File: src/rtl/cpu_controller.sv
// Multi-cycle CPU sequencer: walks each instruction through eight phases and decodes datapath strobes.
// Optional build macro CTRL_HALT_RESUME_EN lets the resume input leave the HALT state.
module cpu_controller (
  input  logic       clk,
  input  logic       rst_n,
  input  logic [2:0] opcode,
  input  logic       zero,
  input  logic       mem_rdy,
  input  logic       resume,
  output logic [2:0] alu_op,
  output logic       sel,
  output logic       rd,
  output logic       ld_ir,
  output logic       inc_pc,
  output logic       ld_pc,
  output logic       ld_ac,
  output logic       data_e,
  output logic       wr,
  output logic       halt,
  output logic [3:0] phase
);

  typedef enum logic [3:0] {
    INST_ADDR  = 4'd0,
    INST_FETCH = 4'd1,
    INST_LOAD  = 4'd2,
    IDLE       = 4'd3,
    OP_ADDR    = 4'd4,
    OP_FETCH   = 4'd5,
    ALU_OP     = 4'd6,
    STORE      = 4'd7,
    HALT       = 4'd8
  } state_t;

  localparam logic [2:0] OP_HLT = 3'b000;
  localparam logic [2:0] OP_SKZ = 3'b001;
  localparam logic [2:0] OP_ADD = 3'b010;
  localparam logic [2:0] OP_AND = 3'b011;
  localparam logic [2:0] OP_XOR = 3'b100;
  localparam logic [2:0] OP_LDA = 3'b101;
  localparam logic [2:0] OP_STO = 3'b110;
  localparam logic [2:0] OP_JMP = 3'b111;

  state_t state;
  state_t next_state;
  logic   alu_class;

  // Instructions that read an operand from memory and write the accumulator
  assign alu_class = (opcode == OP_ADD) || (opcode == OP_AND) ||
                     (opcode == OP_XOR) || (opcode == OP_LDA);
  assign phase = state;

`ifndef CTRL_HALT_RESUME_EN
  logic unused_resume;
  assign unused_resume = resume;
`endif

  always_ff @(posedge clk) begin
    if (!rst_n) state <= INST_ADDR;
    else        state <= next_state;
  end

  always_comb begin
    next_state = state;
    case (state)
      INST_ADDR:  next_state = INST_FETCH;
      INST_FETCH: next_state = mem_rdy ? INST_LOAD : INST_FETCH;
      INST_LOAD:  next_state = IDLE;
      IDLE:       next_state = OP_ADDR;
      OP_ADDR:    next_state = (opcode == OP_HLT) ? HALT : OP_FETCH;
      // Operand fetch only waits on memory when a read is actually issued
      OP_FETCH:   next_state = (alu_class && !mem_rdy) ? OP_FETCH : ALU_OP;
      ALU_OP:     next_state = STORE;
      STORE:      next_state = INST_ADDR;
`ifdef CTRL_HALT_RESUME_EN
      HALT:       next_state = resume ? INST_ADDR : HALT;
`else
      HALT:       next_state = HALT;
`endif
      default:    next_state = INST_ADDR;
    endcase
  end

  always_comb begin
    alu_op = 3'b000;
    sel    = 1'b0;
    rd     = 1'b0;
    ld_ir  = 1'b0;
    inc_pc = 1'b0;
    ld_pc  = 1'b0;
    ld_ac  = 1'b0;
    data_e = 1'b0;
    wr     = 1'b0;
    halt   = 1'b0;
    case (state)
      INST_ADDR: sel = 1'b1;
      INST_FETCH: begin
        sel = 1'b1;
        rd  = 1'b1;
      end
      INST_LOAD, IDLE: begin
        sel   = 1'b1;
        rd    = 1'b1;
        ld_ir = 1'b1;
      end
      OP_ADDR: begin
        alu_op = opcode;
        inc_pc = 1'b1;
      end
      OP_FETCH: begin
        alu_op = opcode;
        rd     = alu_class;
      end
      // A taken SKZ is the second PC increment of the instruction
      ALU_OP: begin
        alu_op = opcode;
        rd     = alu_class;
        inc_pc = (opcode == OP_SKZ) && zero;
        ld_pc  = (opcode == OP_JMP);
        data_e = (opcode == OP_STO);
      end
      STORE: begin
        alu_op = opcode;
        rd     = alu_class;
        ld_ac  = alu_class;
        ld_pc  = (opcode == OP_JMP);
        data_e = (opcode == OP_STO);
        wr     = (opcode == OP_STO);
      end
      HALT: halt = 1'b1;
      default: ;
    endcase
  end

endmodule

File: config.mk
export PLATFORM = sky130hd
export DESIGN_NAME = cpu_controller
export DESIGN_NICKNAME = d
export VERILOG_FILES = /design/src/rtl/cpu_controller.sv
export SDC_FILE = /design/constraint.sdc
export NUM_CORES = 1
export LEC_CHECK = 0
export CORE_AREA = 2 2 39 41
export CTS_BUF_LIST = sky130_fd_sc_hd__clkbuf_4 sky130_fd_sc_hd__clkbuf_8
export DETAILED_ROUTE_END_ITERATION = 12
export DIE_AREA = 0 0 41 43
export GPL_TIMING_DRIVEN = 1
export SKIP_LAST_GASP = 1
export SYNTH_ARGS = -nofsm -noshare
export SYNTH_HDL_FRONTEND = slang
export SYNTH_SLANG_ARGS = --single-unit
export TNS_END_PERCENT = 1
File: constraint.sdc
create_clock -name clk -period 1.4 [get_ports clk]
set_input_delay 0.28 -clock clk [delete_from_list [all_inputs] [get_ports clk]]
set_output_delay 0.28 -clock clk [all_outputs]
set_load 0.01 [all_outputs]
== Word level (Yosys, flattened, before mapping) ==
Cells that the tools add are included.

* Register bits after elaboration: 4
* Bits of input ports: 8
* Word-level logic and storage cells: 44

* Equal/unequal tests: 15
* Multiplexer cells: 14
* Reductions and logical operators: 14

{| class="wikitable"
|+ Operators by type and width
! operator !! number
|-
| one-hot mux 4 bit (8 select lines) || 1
|-
| equality test 4 x 3 -> 1 bit, second input constant || 4
|-
| equality test 3 bit, second input constant || 4
|-
| equality test 4 x 2 -> 1 bit, second input constant || 2
|-
| OR reduction 4 bit || 2
|-
| 2-to-1 mux 1 bit || 7
|-
| equality test 3 x 2 -> 1 bit, second input constant || 2
|-
| OR reduction 3 bit || 2
|-
| equality test 4 x 1 -> 1 bit, second input constant || 1
|-
| equality test 4 bit, second input constant || 1
|-
| logical NOT 4 bit || 1
|-
| 2-to-1 mux 2 bit || 2
|-
| 2-to-1 mux 4 bit || 1
|-
| one-hot mux 1 bit (2 select lines) || 2
|-
| OR reduction 2 bit || 2
|-
| equality test 3 x 1 -> 1 bit, second input constant || 1
|-
| logical NOT 3 bit || 1
|-
| logical OR 1 bit || 3
|-
| 2-to-1 mux 3 bit || 1
|-
| logical AND 1 bit || 2
|-
| logical NOT 1 bit || 1
|}

== Depth between registers and ports, before layout ==
* Word-level depth: 7
* Mapped depth: 4

== Least setup slack after synthesis ==
Ideal clock, no wire load.

* Kind: register -> output
* Start point: register state[3], in the netlist phase[3]
* End point: output wr
* Arrival: 1.222 ns
* Data required time: 1.120 ns
* Setup slack: -0.102 ns
* Cell stages (with the launch flop): 5
* Buffers on the path: 1
* Cell sequence: dfxtp_1 buf_2 nand2b_1 nor3_1 and2_1

* Cells in the longest elaborated chain, start to end: 2

{| class="wikitable"
|+ RTL lines
! what !! line !! RTL
|-
| start: declaration || 44 || <nowiki>state_t state;</nowiki>
|-
| start signal: assignment || 60 || <nowiki>else state <= next_state;</nowiki>
|-
| equality test 4 x 3 -> 1 bit || 95 || <nowiki>case (state)</nowiki>
|-
| 2-to-1 mux 1 bit || 95 ||
|-
| end: declaration || 18 || <nowiki>output logic wr,</nowiki>
|}

Every way passes these cells.

== Worst setup path after layout ==
* Start point: register state[1], in the netlist phase[1]
* End point: output phase[1]

{| class="wikitable"
|+ RTL lines
! what !! line !! RTL
|-
| end: declaration || 20 || <nowiki>output logic [3:0] phase</nowiki>
|}

No word-level cell between the ends.

==> impl_metrics.yaml <==
placed_design:
  gp_congestion: 0.7631
  post-dp-hpwl_um: 966
  place_area_um2: 739.5
  placedCellCount: 105
  buffer_ports.inserted: 22
layout:
  final_cell_count_no_fill: 108
  largest_reg_flops: 4
  area_delta_synth_final_pct: 110.7
  nets: 102
  fraction_of_final_layout_cells_sized_beyond_drive_strength_1_pct: 42.39
  number_of_antenna_diodes: 0
  total_of_fill_cells_in_the_finished_design: 143
  layout.cell_area.non_filler_um2: 767.0
routing:
  drt_wl_total_um: 1261
  drt_iter0_drc: 3
  routed-via-count: 529
  drt-pass1-iter-count: 2
  routedWlPerCell_um: 11.68
  vias_per_cell: 4.898
  ant_nets: 0
  drc_errors: 0
logic_synthesis:
  postSynthNetCount: 59
  yosysUniqueCellTypes: 22
  synthesis.area_per_instance_um2: 7.139
  area_of_the_mapped_netlist_um2: 364.1
  post_synth_edffs: 0
  synth_seq_cells: 4
  synth_largest_type_area_fraction_pct: 21.99
  seq_area_frac_synth_pct: 21.99
  synthesis.yosys.warnings: 0
  synth_largest_area_cell: "dfxtp_1"
  synth_top_cells_by_area: "dfxtp_1 22%, a211oi_1 6.2%, a21oi_1 5.5%, buf_2 5.5%, nor3_1 5.5%"
  synthArstFlopShare_pct: 0
  syn_inst: 51
  postSynth.topFlopCell: "dfxtp_1"
sta:
  setup_tns_ns: -1.173
  rsz0062_at_grt: "true"
  timing_worst_slew_pin_value_ns: 0.3474
  post-route-min-period_ns: 1.554
  finalSetupViolations: 12
  slew_violations: 0
  clock-skew-final_ns: 0.002926
  max_clock_freq_ghz: 0.6435
  report.final.hold_viol_count: 0
  timing.final.crit_share_pct: 111.0
  slew_headroom_pct: 76.53
  final_critical_path_setup_slack_ns: -0.1539
global_routing:
  grt_remaining_overflow: 0
  antenna_found_initial: 0
  globalRouteTotalUtil_pct: 17.57
  number_of_global_route_vias_before_repair: 511
  maximum_number_of_pins_on_one_net_before_global_route_repair: 10
  first_pass_grt_wire_length_um: 2111
power:
  power_density_nw_per_um2: 555.7
  power_total_uw: 426.2
  power.leakage_nw: 0.3695
  irDropWorstVdd_v: 0.0003384
floorplanning:
  floorplan.die.height_um: 43
  area_enclosed_by_the_die_boundary_um2: 1763
  floorplan.rows: 14
  core_area_um2: 1384
  die_width_um: 41
  io_pins: 24
  floorplan.initialDensity_pct: 26.31
worst_setup_path:
  worstPathArrival_ns: 1.27
  worstPathBufferInverterCount: 2
  timing.critical_path.from_type: "flip-flop"
  critical_path.endpoint_type: "output port"
  rr_worst_depth: 4
  rrSetupSlack_ns: 0.20
  cpMaxStageDelayCell: "clkdlybuf4s50_1"
  crit_chain: "buf_4 > clkdlybuf4s50_1"
  timing.critical_path.slowest_cell_delay_ns: 0.52
  worst-path-max-fanout: 8
  r2r_end: "phase[1]"
  worstReg2RegStart: "phase[1]"
  critPathTopFamily: "buffers and inverters"
  worst_ep_required_time_ns: 1.12
  criticalPathCategory: "flip-flop to output port"
min_path:
  worstHoldPathType: "flip-flop to flip-flop"
  worst_hold_startpoint: "phase[0]"
  whs_endpoint: "phase[0]"
  hold_path_depth: 2
status:
  failing_checks: "setup timing"
  outcome: "complete, but fails checks"
clock_tree:
  clockRootBuffer: "clkbuf_4"
  clock_tree_from_tritoncts: "built"
  clk_pin_slew_ns: 0.04
  cts-htree-levels: 1
  cts-buffers-inserted: 3
  cts_num_sinks: 4
  clock_path_buffers: 2
  insertion_delay_ns: 0.24
flow_run:
  maxCapViolations: 0
cell families after synthesis:
| group | share of synthesized area [%] |
|---|---|
| AND/OR/NAND/NOR | 36.77 |
| AO/OA/AOI/OAI | 29.21 |
| buffers and inverters | 9.621 |
| flip-flops | 21.99 |
| XOR/XNOR | 2.406 |
power breakdown:
part	switching, mW	internal [mW]	leakage [nW]
combinational	0.0618	0.0854	0.321
clock	0.0529	0.0963	0.0138
sequential	0.00949	0.120	0.0346
total	0.124	0.302	0.370
area by class of cell:
cell class / instances / area (um2) / area share (%)
inverter: 4 / 15.01 / 1.958
multi-input combinational: 39 / 274.0 / 35.73
clock buffer: 3 / 22.52 / 2.936
timing repair buffer: 42 / 347.8 / 45.35
tap: 16 / 20.02 / 2.610
sequential: 4 / 87.58 / 11.42
metrics by stage:
step	worst slack, ns	util (%)	hold WS, ns
final	-0.1539	55.43	0.5921
after global placement	-0.6667	53.44	0.6554
after CTS	-0.2517	54.88	0.6338
after global routing	-0.2079	55.43	0.6175
after detailed placement	-0.6940	53.44	0.6530
after floorplan	0.002754	-	0.4448
layout by cell type (no fill, tap or decap), types with 3 or more instances in the layout:
master and instances:
and2_1 3, inv_1 4, dlygate4sd2_1 9, buf_4 19, clkbuf_2 3, dfxtp_2 3, a21oi_1 4, nor3_1 3
clkbuf_4 3, nor2_1 4, clkdlybuf4s50_1 6
worst min-delay path, cell delays in order, from the launching register on:
cell	delay, ns
dfxtp_2	0.36
buf_6	0.14
a21oi_2	0.05
worst max path at each step:
stage                   start        to  slack [ns]  depth (start not counted)
floorplan            phase[3]        wr       0.003                          4
global placement    opcode[2]        wr       -0.67                          5
global route         phase[3]    data_e       -0.21                          3
finish               phase[1]  phase[1]       -0.15                          2
detailed placement  opcode[1]        rd       -0.69                          4
CTS                 opcode[0]     ld_pc       -0.25                          5
metal layers:
layer,routed length [um],GRT usage [%],up-vias
met1,530,20.90,242
met2,636,27.81,18
met4,20,10.00,0
met5,0,0,-
met3,73,3.141,2
li1,-,-,267
repair_timing:
| action | 4_1_cts | 5_1_grt |
|---|---|---|
| setup buffers | 0 | 0 |
| endpoints found under the setup margin | 18 | 19 |
| gates cloned | 0 | 0 |
| hold buffers | 0 | 0 |
| gates resized for setup | 24 | 13 |
Note: power is estimated with default switching activity, not from simulation.
